`config.mk`:
```
export PLATFORM = sky130hd
export DESIGN_NAME = approx_div_scheduler_flat
export DESIGN_NICKNAME = d
export VERILOG_FILES = /design/src/rtl/approx_div_sched_pkg.sv /design/src/rtl/approx_div_scheduler_if.sv /design/src/rtl/rr_arbiter.sv /design/src/rtl/approx_div_scheduler.sv /design/src/flat_wrapper.sv
export SDC_FILE = /design/constraint.sdc
export NUM_CORES = 1
export LEC_CHECK = 0
export BUFFER_PORTS_ARGS = -buffer_cell sky130_fd_sc_hd__buf_4
export CORE_MARGIN = 4
export CORE_UTILIZATION = 45
export DETAILED_ROUTE_END_ITERATION = 8
export PLACE_DENSITY = 0.89
export SLEW_MARGIN = 5
export SYNTH_ARGS = -nofsm -noshare
export SYNTH_HDL_FRONTEND = slang
export SYNTH_SLANG_ARGS = --single-unit
```
`constraint.sdc`:
```
create_clock -name clk -period 6.1 [get_ports clk]
set_input_delay 0.915 -clock clk [delete_from_list [all_inputs] [get_ports clk]]
set_output_delay 0.915 -clock clk [all_outputs]
set_load 0.03 [all_outputs]
```
`src/rtl/approx_div_sched_pkg.sv`:
```
// Shared types and constants for the approximate-divider scheduler.
package approx_div_sched_pkg;

  // Scheduler control states
  typedef enum logic [1:0] {
    IDLE = 2'd0,
    WAIT = 2'd1,
    RESP = 2'd2
  } state_t;

  // Operand and result widths of the 16/8 divider array
  localparam int N_W = 16;
  localparam int D_W = 8;
  localparam int Q_W = 8;

  // Quotient reported for divide-by-zero and quotient-overflow requests
  localparam logic [Q_W-1:0] Q_SAT = 8'hFF;

endpackage

```
`src/rtl/approx_div_scheduler_if.sv`:
```
// Bus bundle between requesters, response consumer, divider array and the scheduler.
interface approx_div_scheduler_if
  import approx_div_sched_pkg::*;
#(
  parameter int NUM_REQ = 4,
  parameter int ID_W    = $clog2(NUM_REQ)
);

  // Request side, one lane per requester
  logic [NUM_REQ-1:0]     req_valid;
  logic [NUM_REQ-1:0]     req_ready;
  logic [N_W*NUM_REQ-1:0] req_n;
  logic [D_W*NUM_REQ-1:0] req_d;

  // Response side
  logic                   rsp_valid;
  logic                   rsp_ready;
  logic [ID_W-1:0]        rsp_id;
  logic [Q_W-1:0]         rsp_q;
  logic [Q_W-1:0]         rsp_r;
  logic                   rsp_dz;
  logic                   rsp_ovf;

  // Shared divider array connection
  logic [N_W-1:0]         div_n;
  logic [D_W-1:0]         div_d;
  logic [Q_W-1:0]         div_q;
  logic [Q_W-1:0]         div_r;

  logic                   busy;

  // Environment side: requesters, consumer and divider array
  modport master (
    output req_valid, req_n, req_d, rsp_ready, div_q, div_r,
    input  req_ready, rsp_valid, rsp_id, rsp_q, rsp_r, rsp_dz, rsp_ovf,
           div_n, div_d, busy
  );

  // Scheduler side
  modport slave (
    input  req_valid, req_n, req_d, rsp_ready, div_q, div_r,
    output req_ready, rsp_valid, rsp_id, rsp_q, rsp_r, rsp_dz, rsp_ovf,
           div_n, div_d, busy
  );

endinterface

```
`src/rtl/rr_arbiter.sv`:
```
// Round-robin arbiter: picks the first asserted request at or after ptr, wrapping.
module rr_arbiter #(
  parameter int NUM_REQ = 4,
  parameter int ID_W    = $clog2(NUM_REQ)
) (
  input  logic [NUM_REQ-1:0] req,
  input  logic [ID_W-1:0]    ptr,
  output logic [NUM_REQ-1:0] grant,
  output logic [ID_W-1:0]    grant_idx,
  output logic               grant_vld
);

  // cand[k] is the requester index visited at rotation offset k from ptr
  logic [ID_W-1:0] cand [NUM_REQ];

  genvar gi;
  generate
    for (gi = 0; gi < NUM_REQ; gi++) begin : g_cand
      logic [ID_W:0] sum;
      assign sum       = {1'b0, ptr} + (ID_W+1)'(gi);
      assign cand[gi]  = (sum >= (ID_W+1)'(NUM_REQ)) ? ID_W'(sum - (ID_W+1)'(NUM_REQ))
                                                     : sum[ID_W-1:0];
    end
  endgenerate

  // Scan from the farthest offset down so the nearest valid requester wins
  always_comb begin
    grant_vld = 1'b0;
    grant_idx = '0;
    for (int k = NUM_REQ - 1; k >= 0; k--) begin
      if (req[cand[k]]) begin
        grant_vld = 1'b1;
        grant_idx = cand[k];
      end
    end
  end

  generate
    for (gi = 0; gi < NUM_REQ; gi++) begin : g_grant
      assign grant[gi] = grant_vld && (grant_idx == ID_W'(gi));
    end
  endgenerate

endmodule

```
`src/rtl/approx_div_scheduler.sv`:
```
// Time-shares one external 16/8 combinational divider array between NUM_REQ
// requesters: round-robin grant, operand hold for SETTLE_CYC cycles, result
// capture and a held response. Zero divisors and quotients that would not fit
// in 8 bits are answered directly without touching the array.
module approx_div_scheduler
  import approx_div_sched_pkg::*;
#(
  parameter int NUM_REQ    = 4,
  parameter int SETTLE_CYC = 3,
  parameter int ID_W       = $clog2(NUM_REQ)
) (
  input  logic                 clk,
  input  logic                 rst,
  approx_div_scheduler_if.slave bus
);

  localparam int CNT_W = (SETTLE_CYC > 1) ? $clog2(SETTLE_CYC) : 1;

  state_t           state_q,  state_d;
  logic [ID_W-1:0]  rr_ptr_q, rr_ptr_d;
  logic [CNT_W-1:0] cnt_q,    cnt_d;
  logic [N_W-1:0]   n_q,      n_d;
  logic [D_W-1:0]   d_q,      d_d;
  logic [ID_W-1:0]  id_q,     id_d;
  logic [Q_W-1:0]   q_q,      q_d;
  logic [Q_W-1:0]   r_q,      r_d;
  logic             dz_q,     dz_d;
  logic             ovf_q,    ovf_d;

  logic [NUM_REQ-1:0] arb_grant;
  logic [ID_W-1:0]    arb_idx;
  logic               arb_vld;
  logic [N_W-1:0]     sel_n;
  logic [D_W-1:0]     sel_d;
  logic               sel_dz;
  logic               sel_ovf;

  rr_arbiter #(
    .NUM_REQ (NUM_REQ),
    .ID_W    (ID_W)
  ) u_arb (
    .req       (bus.req_valid),
    .ptr       (rr_ptr_q),
    .grant     (arb_grant),
    .grant_idx (arb_idx),
    .grant_vld (arb_vld)
  );

  // Operands of the requester currently winning arbitration and their early-out flags
  always_comb begin
    sel_n   = bus.req_n[N_W*arb_idx +: N_W];
    sel_d   = bus.req_d[D_W*arb_idx +: D_W];
    sel_dz  = (sel_d == '0);
    sel_ovf = !sel_dz && (sel_n[N_W-1:N_W-D_W] >= sel_d);
  end

  // Next-state and datapath update
  always_comb begin
    state_d  = state_q;
    rr_ptr_d = rr_ptr_q;
    cnt_d    = cnt_q;
    n_d      = n_q;
    d_d      = d_q;
    id_d     = id_q;
    q_d      = q_q;
    r_d      = r_q;
    dz_d     = dz_q;
    ovf_d    = ovf_q;

    case (state_q)
      IDLE: begin
        if (arb_vld) begin
          id_d     = arb_idx;
          rr_ptr_d = (arb_idx == ID_W'(NUM_REQ - 1)) ? '0 : arb_idx + ID_W'(1);
          if (sel_dz || sel_ovf) begin
            // Early-out answers leave the array operands alone so div_n/div_d
            // do not toggle for requests the array never evaluates.
            dz_d    = sel_dz;
            ovf_d   = sel_ovf;
            q_d     = Q_SAT;
            r_d     = sel_n[Q_W-1:0];
            state_d = RESP;
          end else begin
            n_d     = sel_n;
            d_d     = sel_d;
            cnt_d   = CNT_W'(SETTLE_CYC - 1);
            state_d = WAIT;
          end
        end
      end

      WAIT: begin
        if (cnt_q == '0) begin
          q_d     = bus.div_q;
          r_d     = bus.div_r;
          dz_d    = 1'b0;
          ovf_d   = 1'b0;
          state_d = RESP;
        end else begin
          cnt_d = cnt_q - CNT_W'(1);
        end
      end

      RESP: begin
        if (bus.rsp_ready) begin
          state_d = IDLE;
        end
      end

      default: state_d = IDLE;
    endcase
  end

  // State and datapath registers
  always_ff @(posedge clk) begin
    if (rst) begin
      state_q  <= IDLE;
      rr_ptr_q <= '0;
      cnt_q    <= '0;
      n_q      <= '0;
      d_q      <= '0;
      id_q     <= '0;
      q_q      <= '0;
      r_q      <= '0;
      dz_q     <= 1'b0;
      ovf_q    <= 1'b0;
    end else begin
      state_q  <= state_d;
      rr_ptr_q <= rr_ptr_d;
      cnt_q    <= cnt_d;
      n_q      <= n_d;
      d_q      <= d_d;
      id_q     <= id_d;
      q_q      <= q_d;
      r_q      <= r_d;
      dz_q     <= dz_d;
      ovf_q    <= ovf_d;
    end
  end

  assign bus.req_ready = arb_grant & {NUM_REQ{state_q == IDLE}};
  assign bus.rsp_valid = (state_q == RESP);
  assign bus.rsp_id    = id_q;
  assign bus.rsp_q     = q_q;
  assign bus.rsp_r     = r_q;
  assign bus.rsp_dz    = dz_q;
  assign bus.rsp_ovf   = ovf_q;
  assign bus.div_n     = n_q;
  assign bus.div_d     = d_q;
  assign bus.busy      = (state_q != IDLE);

endmodule

```
`src/flat_wrapper.sv`:
```
// flat-port wrapper written by rule: the top's interface ports become plain ports
module approx_div_scheduler_flat import approx_div_sched_pkg::*;
#(
  parameter int NUM_REQ    = 4,
  parameter int SETTLE_CYC = 3,
  parameter int ID_W       = $clog2(NUM_REQ)
)
  (clk, rst, bus_req_valid, bus_req_n, bus_req_d, bus_rsp_ready, bus_div_q, bus_div_r, bus_req_ready, bus_rsp_valid, bus_rsp_id, bus_rsp_q, bus_rsp_r, bus_rsp_dz, bus_rsp_ovf, bus_div_n, bus_div_d, bus_busy);
  approx_div_scheduler_if #(.NUM_REQ(NUM_REQ), .ID_W(ID_W)) bus_i ();
  input  logic clk;
  input  logic rst;
  input wire logic [$bits(bus_i.req_valid)-1:0] bus_req_valid;
  input wire logic [$bits(bus_i.req_n)-1:0] bus_req_n;
  input wire logic [$bits(bus_i.req_d)-1:0] bus_req_d;
  input wire logic [$bits(bus_i.rsp_ready)-1:0] bus_rsp_ready;
  input wire logic [$bits(bus_i.div_q)-1:0] bus_div_q;
  input wire logic [$bits(bus_i.div_r)-1:0] bus_div_r;
  output wire logic [$bits(bus_i.req_ready)-1:0] bus_req_ready;
  output wire logic [$bits(bus_i.rsp_valid)-1:0] bus_rsp_valid;
  output wire logic [$bits(bus_i.rsp_id)-1:0] bus_rsp_id;
  output wire logic [$bits(bus_i.rsp_q)-1:0] bus_rsp_q;
  output wire logic [$bits(bus_i.rsp_r)-1:0] bus_rsp_r;
  output wire logic [$bits(bus_i.rsp_dz)-1:0] bus_rsp_dz;
  output wire logic [$bits(bus_i.rsp_ovf)-1:0] bus_rsp_ovf;
  output wire logic [$bits(bus_i.div_n)-1:0] bus_div_n;
  output wire logic [$bits(bus_i.div_d)-1:0] bus_div_d;
  output wire logic [$bits(bus_i.busy)-1:0] bus_busy;
  assign bus_i.req_valid = bus_req_valid;
  assign bus_i.req_n = bus_req_n;
  assign bus_i.req_d = bus_req_d;
  assign bus_i.rsp_ready = bus_rsp_ready;
  assign bus_i.div_q = bus_div_q;
  assign bus_i.div_r = bus_div_r;
  assign bus_req_ready = bus_i.req_ready;
  assign bus_rsp_valid = bus_i.rsp_valid;
  assign bus_rsp_id = bus_i.rsp_id;
  assign bus_rsp_q = bus_i.rsp_q;
  assign bus_rsp_r = bus_i.rsp_r;
  assign bus_rsp_dz = bus_i.rsp_dz;
  assign bus_rsp_ovf = bus_i.rsp_ovf;
  assign bus_div_n = bus_i.div_n;
  assign bus_div_d = bus_i.div_d;
  assign bus_busy = bus_i.busy;
  approx_div_scheduler #(.NUM_REQ(NUM_REQ), .SETTLE_CYC(SETTLE_CYC), .ID_W(ID_W)) u_core (.clk(clk), .rst(rst), .bus(bus_i));
endmodule
```
==> results of run 1 <==
## sequential cells by signal, summed over array words and instances (netlist names)
signal / cells
u_core.rr_ptr_q: 2
u_core.bus.div_d: 8
u_core.state_q: 2
u_core.cnt_q: 2
u_core.bus.rsp_dz: 1
u_core.bus.div_n: 16
u_core.bus.rsp_ovf: 1
u_core.bus.rsp_r: 8
u_core.bus.rsp_id: 2
u_core.bus.rsp_q: 8
## how the worst min path moves through the flow
stage	from	to	slack [ns]	depth (start not counted)
2_1_floorplan	u_core.rr_ptr_q[1]	u_core.rr_ptr_q[1]	0.47	2
3_3_place_gp	u_core.bus.rsp_id[0]	u_core.bus.rsp_id[0]	0.44	2
3_5_place_dp	u_core.bus.rsp_id[0]	u_core.bus.rsp_id[0]	0.45	2
4_1_cts	u_core.bus.rsp_id[0]	u_core.bus.rsp_id[0]	0.47	2
5_1_grt	u_core.bus.rsp_id[0]	u_core.bus.rsp_id[0]	0.50	2
6_report	u_core.bus.rsp_id[0]	u_core.bus.rsp_id[0]	0.47	2
## layout make-up
cell class | instances | area (µm²) | area share
tap | 99 | 123.9 | 0.02630
multi-input combinational | 344 | 2150 | 0.4564
inverter | 8 | 30.03 | 0.006376
clock buffer | 6 | 82.58 | 0.01753
clock inverter | 2 | 16.27 | 0.003454
sequential | 50 | 1001 | 0.2125
timing repair buffer | 174 | 1306 | 0.2774
## metal layers
| metal | vias to the layer above | global-route usage | wire (µm) |
|---|---|---|---|
| met1 | 1713 | 0.3141 | 4499 |
| met3 | 24 | 0.04407 | 677 |
| met4 | 0 | 0.08905 | 284 |
| met2 | 144 | 0.4043 | 5315 |
| met5 | - | 0 | 0 |
| li1 | 1828 | - | - |
## worst register-to-register path: cells and delay by family, from the launching register on
family	cells	cell delay (ns)
simple gates	6	1.38
compound gates	6	1.14
buf+inv	2	0.65
mux	1	0.42
flops	1	0.37
fa+ha+maj	1	0.26
## where the power goes
part / switching (W) / internal [W] / total [W]
sequential: 0.0000585 / 0.000431 / 0.000490
combinational: 0.000958 / 0.000654 / 0.00161
clock: 0.000114 / 0.0000935 / 0.000208
## metrics by stage
stage	hold WS, ns	worst slack (ns)	util	power (W)	cells
floorplan	0.4746	1.218	-	0.001693	434
global placement	0.4447	1.271	0.6357	0.002043	675
detailed placement	0.4532	1.167	0.6357	0.002095	675
CTS	0.4669	1.464	0.6493	0.002309	683
global route	0.4951	1.053	0.6493	0.002513	683
finish	0.4666	1.440	0.6493	0.002309	683
## cell families after synthesis
group,count (synthesis),synth area share
AO/OA/AOI/OAI,96,0.2066
multiplexers,24,0.07770
AND/OR/NAND/NOR,211,0.3089
buffers and inverters,40,0.05939
flip-flops,50,0.2988
adder cells (fa/ha/maj),13,0.04856
## Yosys cell counts, drive strengths merged, types with 3 or more instances
cell type  instances  area [µm²]
a211o              9       78.83
nand2b             5       31.28
ha                13       162.7
and2               5       31.28
o31ai              8       60.06
nand3             10       55.05
mux2i              8       80.08
nor3b             16       120.1
buf               14       101.3
o21ai             12       60.06
a21oi             21       116.4
mux2              16       180.2
inv                6       22.52
a31oi              7       43.79
a211oi            18       135.1
nand4              8       50.05
nor3               3       15.01
and3               7       43.79
clkbuf            18       67.56
nand2             92       345.3
nor2              32       120.1
or2               11       68.82
o22ai              4       25.02
dfxtp             50        1001
a21o               4       30.03
nor2b             17       106.4
o221a              8       90.08
==> results.md, run 1 <==
* Initial core utilization at 0.4618
* Most frequent CP cell: buf_4
* Top Family by Delay on Critical Path: simple AND/OR/NAND/NOR gates
* Final TNS setup at 0 ns
* Worst hold-check path type: flop to flop
* Die Height at 94.28 µm
* Pleak at 2.285 nW
* Most common cell after layout, fill and taps aside: buf_4
* Top_reg_cell synth: dfxtp_1
* Post-placement cell area at 4611 µm²
* Die Area at 8888 µm²
* Minimum clock period at between 4 and 5 ns
* Via count at 3709
* Run status: finished clean
* Clock latency on the worst-skew pair at between 0.3 and 0.4 ns
* Post-synthesis register bit count at 50
* RSZ-0062 raised after global routing: no
* Total routed wirelength at 10.78 mm
* Layout cell share with drive strength beyond 1 at 0.3767
* CTS resizes at 0
* DRC at 0
* R2R Path Start: u_core.rr_ptr_q[0]
* # IOs at roughly 170
* Critical path arrival at 4.86 ns
* CP max stage delay at 0.41 ns
* CTS root buffer: clkbuf_8
* Fillers at 608
* Mapped Nets at around 570
* Row Count at 31
* Wirelength per Cell at 15.78 µm
* Fmax at 0.2146 GHz
* Clock Path Buffers at 2
* Worst-path fanout max at 43
* CP startpoint: bus_req_valid[2]
* Antenna viol nets, final at 0
* Initial DRC count at around 190
* Ant. Diodes at 0
* EDFF count, synth at 0
* First-pass DRT Iterations at 5
* Initial antenna violation count at 0
* Most frequent cells in the layout: buf_4, nand2_1, dfxtp_1, nor2_1, a21oi_1
* Yosys cell types at 45
* GRT Util Overall at 0.2437
* Worst-Margin Slew at a little over 1 ns
* H-tree depth at 2
* Seq/Total Area, Yosys at 0.2988
* Slew headroom at 0.3041
* Final net count at 715
* Pwr dens at between 400 and 500 nW/µm²
* YS warnings at 0
* Worst endpoint required time at 6.30 ns
* Setup Viol. Count Final at 0
* Endpoints failing hold at 0
* Critical Path End: u_core.bus.div_d[4]
* Cells on worst reg2reg path at 16
* CTS Hold Bufs at 0
* Share of synthesized registers carrying an async set or reset at 0
* Clock Skews at 0.008068 ns
* HPWL after DPL at about 8.5 mm
* Critical path depth at 17
* Synth Area per Inst at 7.718 µm²
* Vias in the first global route at 3608
* Max VDD drop at about 0.0003 V
* Netlist area before placement at 3349 µm²
* RR Endpoint: u_core.bus.div_d[4]
* Total core area at 7253 µm²
* Area Overhead vs Synth at 40.61%
* Worst path cell trace: buf_4, and2b_4, a311oi_2, buf_4, or2_1, buf_4, a211oi_1, nor2_1, ha_1, nand2b_1, a21o_1, a21o_1, a211oi_1, o21ai_0, nand2_1, nand3_2, mux2_2
* Die X at 94.28 µm
* TritonCTS Sinks at 50
* Post-route cell area at 4710 µm²
* R2r setup slk at 1.77 ns
* Startpoint types: input pin
* Slew Limit Fails at 0
* Synth Instances at 434
* Vias/cell at 5.430
* First-pass GRT wire length at 17.22 mm
* Worst path bufs/invs at 3
* CTS Buf Count at 5
* Crit path kind: input pin to flop
* Global route overflow at 0
* Pin count of the biggest net entering global routing at 59
* Critical path capture point type: flop
* CTS tree: yes
* Clock slew at reported path FFs at ~0.10 ns
* Critical path's slowest cell: mux2_2
* PortBufs at 168
* Routability Congestion at 0.8612
* Period utilization at 0.7639
* Post-CTS setup buffers at 0
* Max Cap Viol at 0
(Power assumes the default switching activity.)
==> run 2, diff against run 1 <==
Settings changed: ABC_AREA from default to 1, PLACE_DENSITY 0.89 to 0.88.
Clock period 6.1 ns to 4.4 ns, I/O delays scaled along.
==> results.md, run 2 <==
* Yosys cell types at 33 (was 45)
* First-pass GRT wire length at 18.34 mm (was 17.22 mm)
* YS warnings at 0 (unchanged)
* RSZ-0062 raised after global routing: no (unchanged)
* HP Start: u_core.bus.rsp_q[5] (was u_core.bus.rsp_id[0])
* Routability Congestion at 0.8949 (was 0.8612)
* Share of synthesized registers carrying an async set or reset at 0 (unchanged)
* Main area contributors after synthesis: dfxtp_1, nand2_1, nand3_1, a21oi_1, nor2_1 (was dfxtp_1, nand2_1, mux2_2, ha_1, a211oi_1)
* Die Height at 96.79 µm (was 94.28 µm)
* H-tree depth at 2 (unchanged)
* Mapped Nets at 697 (was 566)
* Critical path capture point type: flop (unchanged)
* # IOs at 169 (unchanged)
* Clock Skews at 0.005494 ns (was 0.008068 ns)
* Vias in the first global route at 3999 (was 3608)
* Crit path kind: flop to flop (was input pin to flop)
* Initial antenna violation count at 0 (unchanged)
* Clock slew at reported path FFs at 0.10 ns (about the same)
* Final net count at 846 (was 715)
* Ant. Diodes at 0 (unchanged)
* Synth area leader: dfxtp_1 (unchanged)
* Minimum clock period at just under 4 ns
* Slew Limit Fails at 0 (unchanged)
* Fmax at 0.2554 GHz
* Post-synth top cells: nand2_1, nand3_1, nor2_1 (was nand2_1, dfxtp_1, nor2_1)
* CP startpoint: u_core.rr_ptr_q[0] (was bus_req_valid[2])
* Antenna viol nets, final at 0 (unchanged)
* DRC at 0 (unchanged)
* Placed insts at 809 (was 675)
* Die Area at 9367 µm² (was 8888 µm²)
* Worst-Margin Slew at 1.205 ns (was 1.035 ns)
* Die X at 96.79 µm (was 94.28 µm)
* Synth Instances at 565 (was 434)
* Util after Layout at 0.6362 (was 0.6493)
* CTS root buffer: clkbuf_8 (unchanged)
* GRT Util Overall at 0.2300 (was 0.2437)
* PortBufs at 168 (unchanged)
* Most frequent cell after synthesis: nand2_1 (unchanged)
* Final TNS setup at 0 ns (unchanged)
* Worst-path fanout max at 33 (was 43)
* Initial core utilization at 0.4614 (was 0.4618)
* Global route overflow at 0 (unchanged)
* Clock latency on the worst-skew pair at 0.31 ns (about the same)
* Setup Viol. Count Final at 0 (unchanged)
* TritonCTS Sinks at 50 (unchanged)
* Run status: finished clean (unchanged)
* Vias/cell at 5.165 (was 5.430)
* HPWL after DPL at 8.820 mm (was 8.526 mm)
* Max Cap Viol at 0 (unchanged)
* Final hold slack at 0.4542 ns (was 0.4666 ns)
* Pin count of the biggest net entering global routing at 45 (was 59)
* CTS resizes at 0 (unchanged)
* EDFF count, synth at 0 (unchanged)
* Most frequent cells in the layout: buf_4, nand2_1, nand3_1, nor2_1, inv_1 (was buf_4, nand2_1, dfxtp_1, nor2_1, a21oi_1)
* Via count at 4220 (was 3709)
* Worst endpoint required time at 4.61 ns (was 6.30 ns)
* Post-synthesis register bit count at 50 (unchanged)
* Total core area at 7687 µm² (was 7253 µm²)
* Clock Path Buffers at 2 (unchanged)
* Slew headroom at 0.1961 (was 0.3041)
* Top cell type's share of synthesized area at 0.2822 (was 0.2988)
* First-pass DRT Iterations at 5 (unchanged)
* Wirelength per Cell at 13.71 µm (was 15.78 µm)
* Fillers at 707 (was 608)
* CTS tree: yes (unchanged)
* CTS Buf Count at 5 (unchanged)
* Area Overhead vs Synth at 37.88% (was 40.61%)
* Critical path arrival at 4.13 ns (was 4.86 ns)
* R2R Path Start: u_core.rr_ptr_q[0] (unchanged)
* Netlist area before placement at 3547 µm² (was 3349 µm²)
* Top_reg_cell synth: dfxtp_1 (unchanged)
* Synth Area per Inst at 6.278 µm² (was 7.718 µm²)
* Non-Filler Instances at 817 (was 683)
* Startpoint types: flop (was input pin)
* Layout cell share with drive strength beyond 1 at 0.2937 (was 0.3767)
* Row Count at 32 (was 31)
* Worst hold-check path type: flop to flop (unchanged)
* Period utilization at 0.8899
* CTS Hold Bufs at 0 (unchanged)
* Most common cell after layout, fill and taps aside: buf_4 (unchanged)
* Endpoints failing hold at 0 (unchanged)
* Post-CTS setup buffers at 0 (unchanged)
* Initial DRC count at 216 (was 193)
* Total routed wirelength at 11.21 mm (was 10.78 mm)
* Max reg flops at 16 (unchanged)
* Seq/Total Area, Yosys at 0.2822 (was 0.2988)
==> run 2: per-layer routing <==
metal  wire length (µm)  global-route usage  vias up
met5                  0                   0        -
met4                170             0.06911        0
met3                930             0.05191       12
met2               5349              0.3880      194
met1               4754              0.2926     1875
li1                   -                   -     2139
==> run 2: area by class of cell <==
cell class | count | area [µm²] | share of cell area
sequential | 50 | 1001 | 0.2047
clock inverter | 3 | 26.28 | 0.005372
inverter | 62 | 232.7 | 0.04758
tap | 102 | 127.6 | 0.02609
timing repair buffer | 174 | 1306 | 0.2671
multi-input combinational | 421 | 2128 | 0.4351
clock buffer | 5 | 68.82 | 0.01407
==> run 2: cell families after synthesis <==
kind of cell / synth area share
and+or+nand+nor: 0.4113
buffers and inverters: 0.1178
AOI/OAI and AO/OA: 0.1429
DFF: 0.2822
adders and majority gates: 0.04586
==> run 2: worst max-delay path, stage by stage (launching register included) <==
cell and delay, ns:
dfxtp_1 0.46, inv_2 0.13, nand2_1 0.09, nand2_2 0.07, inv_2 0.07, nand2_2 0.07
nand3_2 0.13, nand3_4 0.19, nand2_4 0.14, buf_4 0.31, nor2_1 0.07, o32ai_1 0.34
ha_1 0.31, nand2_1 0.10, nor2_1 0.07, nand4_1 0.07, o2111a_1 0.32, nand3_2 0.37
nand2_2 0.30, nand2_1 0.07, nand2_1 0.06, inv_1 0.05
==> run 2: worst paths after layout <==
| kind | endpoint | slack (ns) | cells past startpoint |
|---|---|---|---|
| hold / removal | u_core.bus.rsp_q[5] | 0.45 | 2 |
| setup reg to reg | u_core.state_q[1] | 0.48 | 21 |
| hold reg to reg | u_core.bus.rsp_q[5] | 0.45 | 2 |
| setup / recovery | u_core.state_q[1] | 0.48 | 21 |
==> run 2: through the flow <==
step / instance area [µm²] / setup slack [ns]
after floorplan: 3547 / 0.7443
after global placement: 4796 / 0.3801
after detailed placement: 4796 / 0.2225
after CTS: 4891 / 0.5341
after global routing: 4891 / 0.04680
final: 4891 / 0.4845
Power of run 2 is not shown: default switching activity piles up to over one toggle a cycle in this logic, so the estimate is an artifact.
==> run 3, diff against run 2 <==
Settings changed: CELL_PAD_IN_SITES_DETAIL_PLACEMENT from default to 1, CELL_PAD_IN_SITES_GLOBAL_PLACEMENT from default to 1, CORE_UTILIZATION 45 to 31, PLACE_DENSITY 0.88 to 0.91.
==> results.md, run 3 (synthesized netlist as in run 2, its figures left out) <==
* Layout cell share with drive strength beyond 1 at 0.3018 (was 0.2937)
* Critical path arrival at 4.31 ns (was 4.13 ns)
* Clock slew at reported path FFs at 0.07 ns (was 0.10 ns)
* Max Cap Viol at 0 (unchanged)
* Most frequent cells in the layout: buf_4, nand2_1, nand3_1, nor2_1, inv_1 (unchanged)
* Die X at 115.0 µm (was 96.79 µm)
* GRT Util Overall at 0.2050 (was 0.2300)
* Minimum clock period at 4.120 ns (was 3.916 ns)
* DRC at 0 (unchanged)
* Die Height at 115.0 µm (was 96.79 µm)
* # IOs at 169 (unchanged)
* Initial antenna violation count at 0 (unchanged)
* Util after Layout at 0.4585 (was 0.6362)
* Row Count at 38 (was 32)
* Cells on worst reg2reg path at 21 (unchanged)
* Pin count of the biggest net entering global routing at 45 (unchanged)
* Setup Viol. Count Final at 0 (unchanged)
* Clock Skews at 0.006964 ns (was 0.005494 ns)
* Worst endpoint required time at 4.59 ns (was 4.61 ns)
* Total core area at 11030 µm² (was 7687 µm²)
* Slew headroom at 0.3301 (was 0.1961)
* Worst-Margin Slew at 1.001 ns (was 1.205 ns)
* Min-Delay Path Depth at 2 (unchanged)
* Routability Congestion at 0.8331 (was 0.8949)
* First-pass GRT wire length at 22.14 mm (was 18.34 mm)
* HPWL after DPL at 10.95 mm (was 8.820 mm)
* Via count at 4319 (was 4220)
* First-pass DRT Iterations at 4 (was 5)
* Slew Limit Fails at 0 (unchanged)
* Startpoint types: input pin (was flop)
* CTS tree: yes (unchanged)
* Wirelength per Cell at 16.08 µm (was 13.71 µm)
* CTS Buf Count at 5 (unchanged)
* Met1 Wirelength at 5.685 mm (was 4.754 mm)
* PortBufs at 168 (unchanged)
* H-tree depth at 2 (unchanged)
* Fmax at 0.2427 GHz (was 0.2554 GHz)
* Highest metal used: met4 (unchanged)
* RSZ-0062 raised after global routing: no (unchanged)
* Endpoints failing hold at 0 (unchanged)
* Critical path capture point type: flop (unchanged)
* Clock Path Buffers at 2 (unchanged)
* Final net count at 850 (was 846)
* Vias in the first global route at 4689 (was 3999)
* Clock latency on the worst-skew pair at 0.29 ns (was 0.31 ns)
* Area Overhead vs Synth at 42.57% (was 37.88%)
* Period utilization at 0.9363 (was 0.8899)
* Met3 WL at 1.036 mm (was 930 µm)
* Initial core utilization at 0.3216 (was 0.4614)
* Initial DRC count at 193 (was 216)
* Global route overflow at 0 (unchanged)
* Ant. Diodes at 0 (unchanged)
* Crit path kind: input pin to flop (was flop to flop)
* Antenna viol nets, final at 0 (unchanged)
* Worst hold-check path type: flop to flop (unchanged)
* Most common cell after layout, fill and taps aside: buf_4 (unchanged)
* Worst-path fanout max at 35 (was 33)
* Met2 WL post-DR at 6.834 mm (was 5.349 mm)
* Total routed wirelength at 13.82 mm (was 11.21 mm)
* Vias/cell at 5.028 (was 5.165)
* CTS Hold Bufs at 0 (unchanged)
* Run status: finished clean (unchanged)
* Max reg flops at 16 (unchanged)
* Die Area at 13220 µm² (was 9367 µm²)
* CTS root buffer: clkbuf_16 (was clkbuf_8)
* TritonCTS Sinks at 50 (unchanged)
## run 3: metrics by stage
| step | std cells | area [µm²] | hold slack [ns] | worst slack (ns) | TNS, ns |
|---|---|---|---|---|---|
| floorplan | 565 | 3547 | 0.5206 | 0.7443 | 0 |
| global placement | 847 | 4843 | 0.4442 | 0.1765 | 0 |
| detailed placement | 847 | 4843 | 0.4552 | -0.06352 | -0.1933 |
| CTS | 855 | 5021 | 0.4656 | 0.2160 | 0 |
| global route | 859 | 5057 | 0.4747 | 0.002279 | 0 |
| finish | 859 | 5057 | 0.4609 | 0.2803 | 0 |
## run 3: area by class of cell
type | instances | area [µm²]
clock buffers | 6 | 138.9
clock inverters | 2 | 38.79
fillers | 1482 | 5973
inverters | 62 | 232.7
multi-input cells | 421 | 2133
flip-flops and latches | 50 | 1002
well taps | 140 | 175.2
repair buffers | 178 | 1336
## run 3: timing repair
item                       4_1_cts  5_1_grt
setup endpoints to repair        0       43
buffers inserted                 0        4
gates resized for setup          0        4
## run 3: worst paths after layout
kind	from	slack (ns)	endpoint
setup / recovery	bus_req_valid[3]	0.28	u_core.state_q[1]
hold / removal	u_core.bus.rsp_q[1]	0.46	u_core.bus.rsp_q[1]
setup reg to reg	u_core.rr_ptr_q[0]	0.38	u_core.state_q[1]
hold reg to reg	u_core.bus.rsp_q[1]	0.46	u_core.bus.rsp_q[1]
## run 3: critical path: stages
cell and delay, ns:
buf_4 0.09, inv_1 0.04, o21ai_0 0.25, nand2_1 0.16, nand3_2 0.14, nand3_4 0.21
nand2_4 0.17, buf_4 0.34, nor2_1 0.07, o32ai_1 0.46, ha_1 0.34, nand2_1 0.10
nor2_1 0.06, nand4_1 0.09, o2111a_2 0.29, nand3_2 0.36, nand2_2 0.31, nand2_1 0.08
nand2_1 0.06, inv_1 0.04
## run 3: per-layer routing
| layer | track usage | up-vias |
|---|---|---|
| met2 | 0.3596 | 155 |
| met3 | 0.05579 | 24 |
| met5 | 0 | - |
| met1 | 0.2455 | 2001 |
| li1 | - | 2139 |
| met4 | 0.05790 | 0 |
Power of run 3 is left out for the same reason.
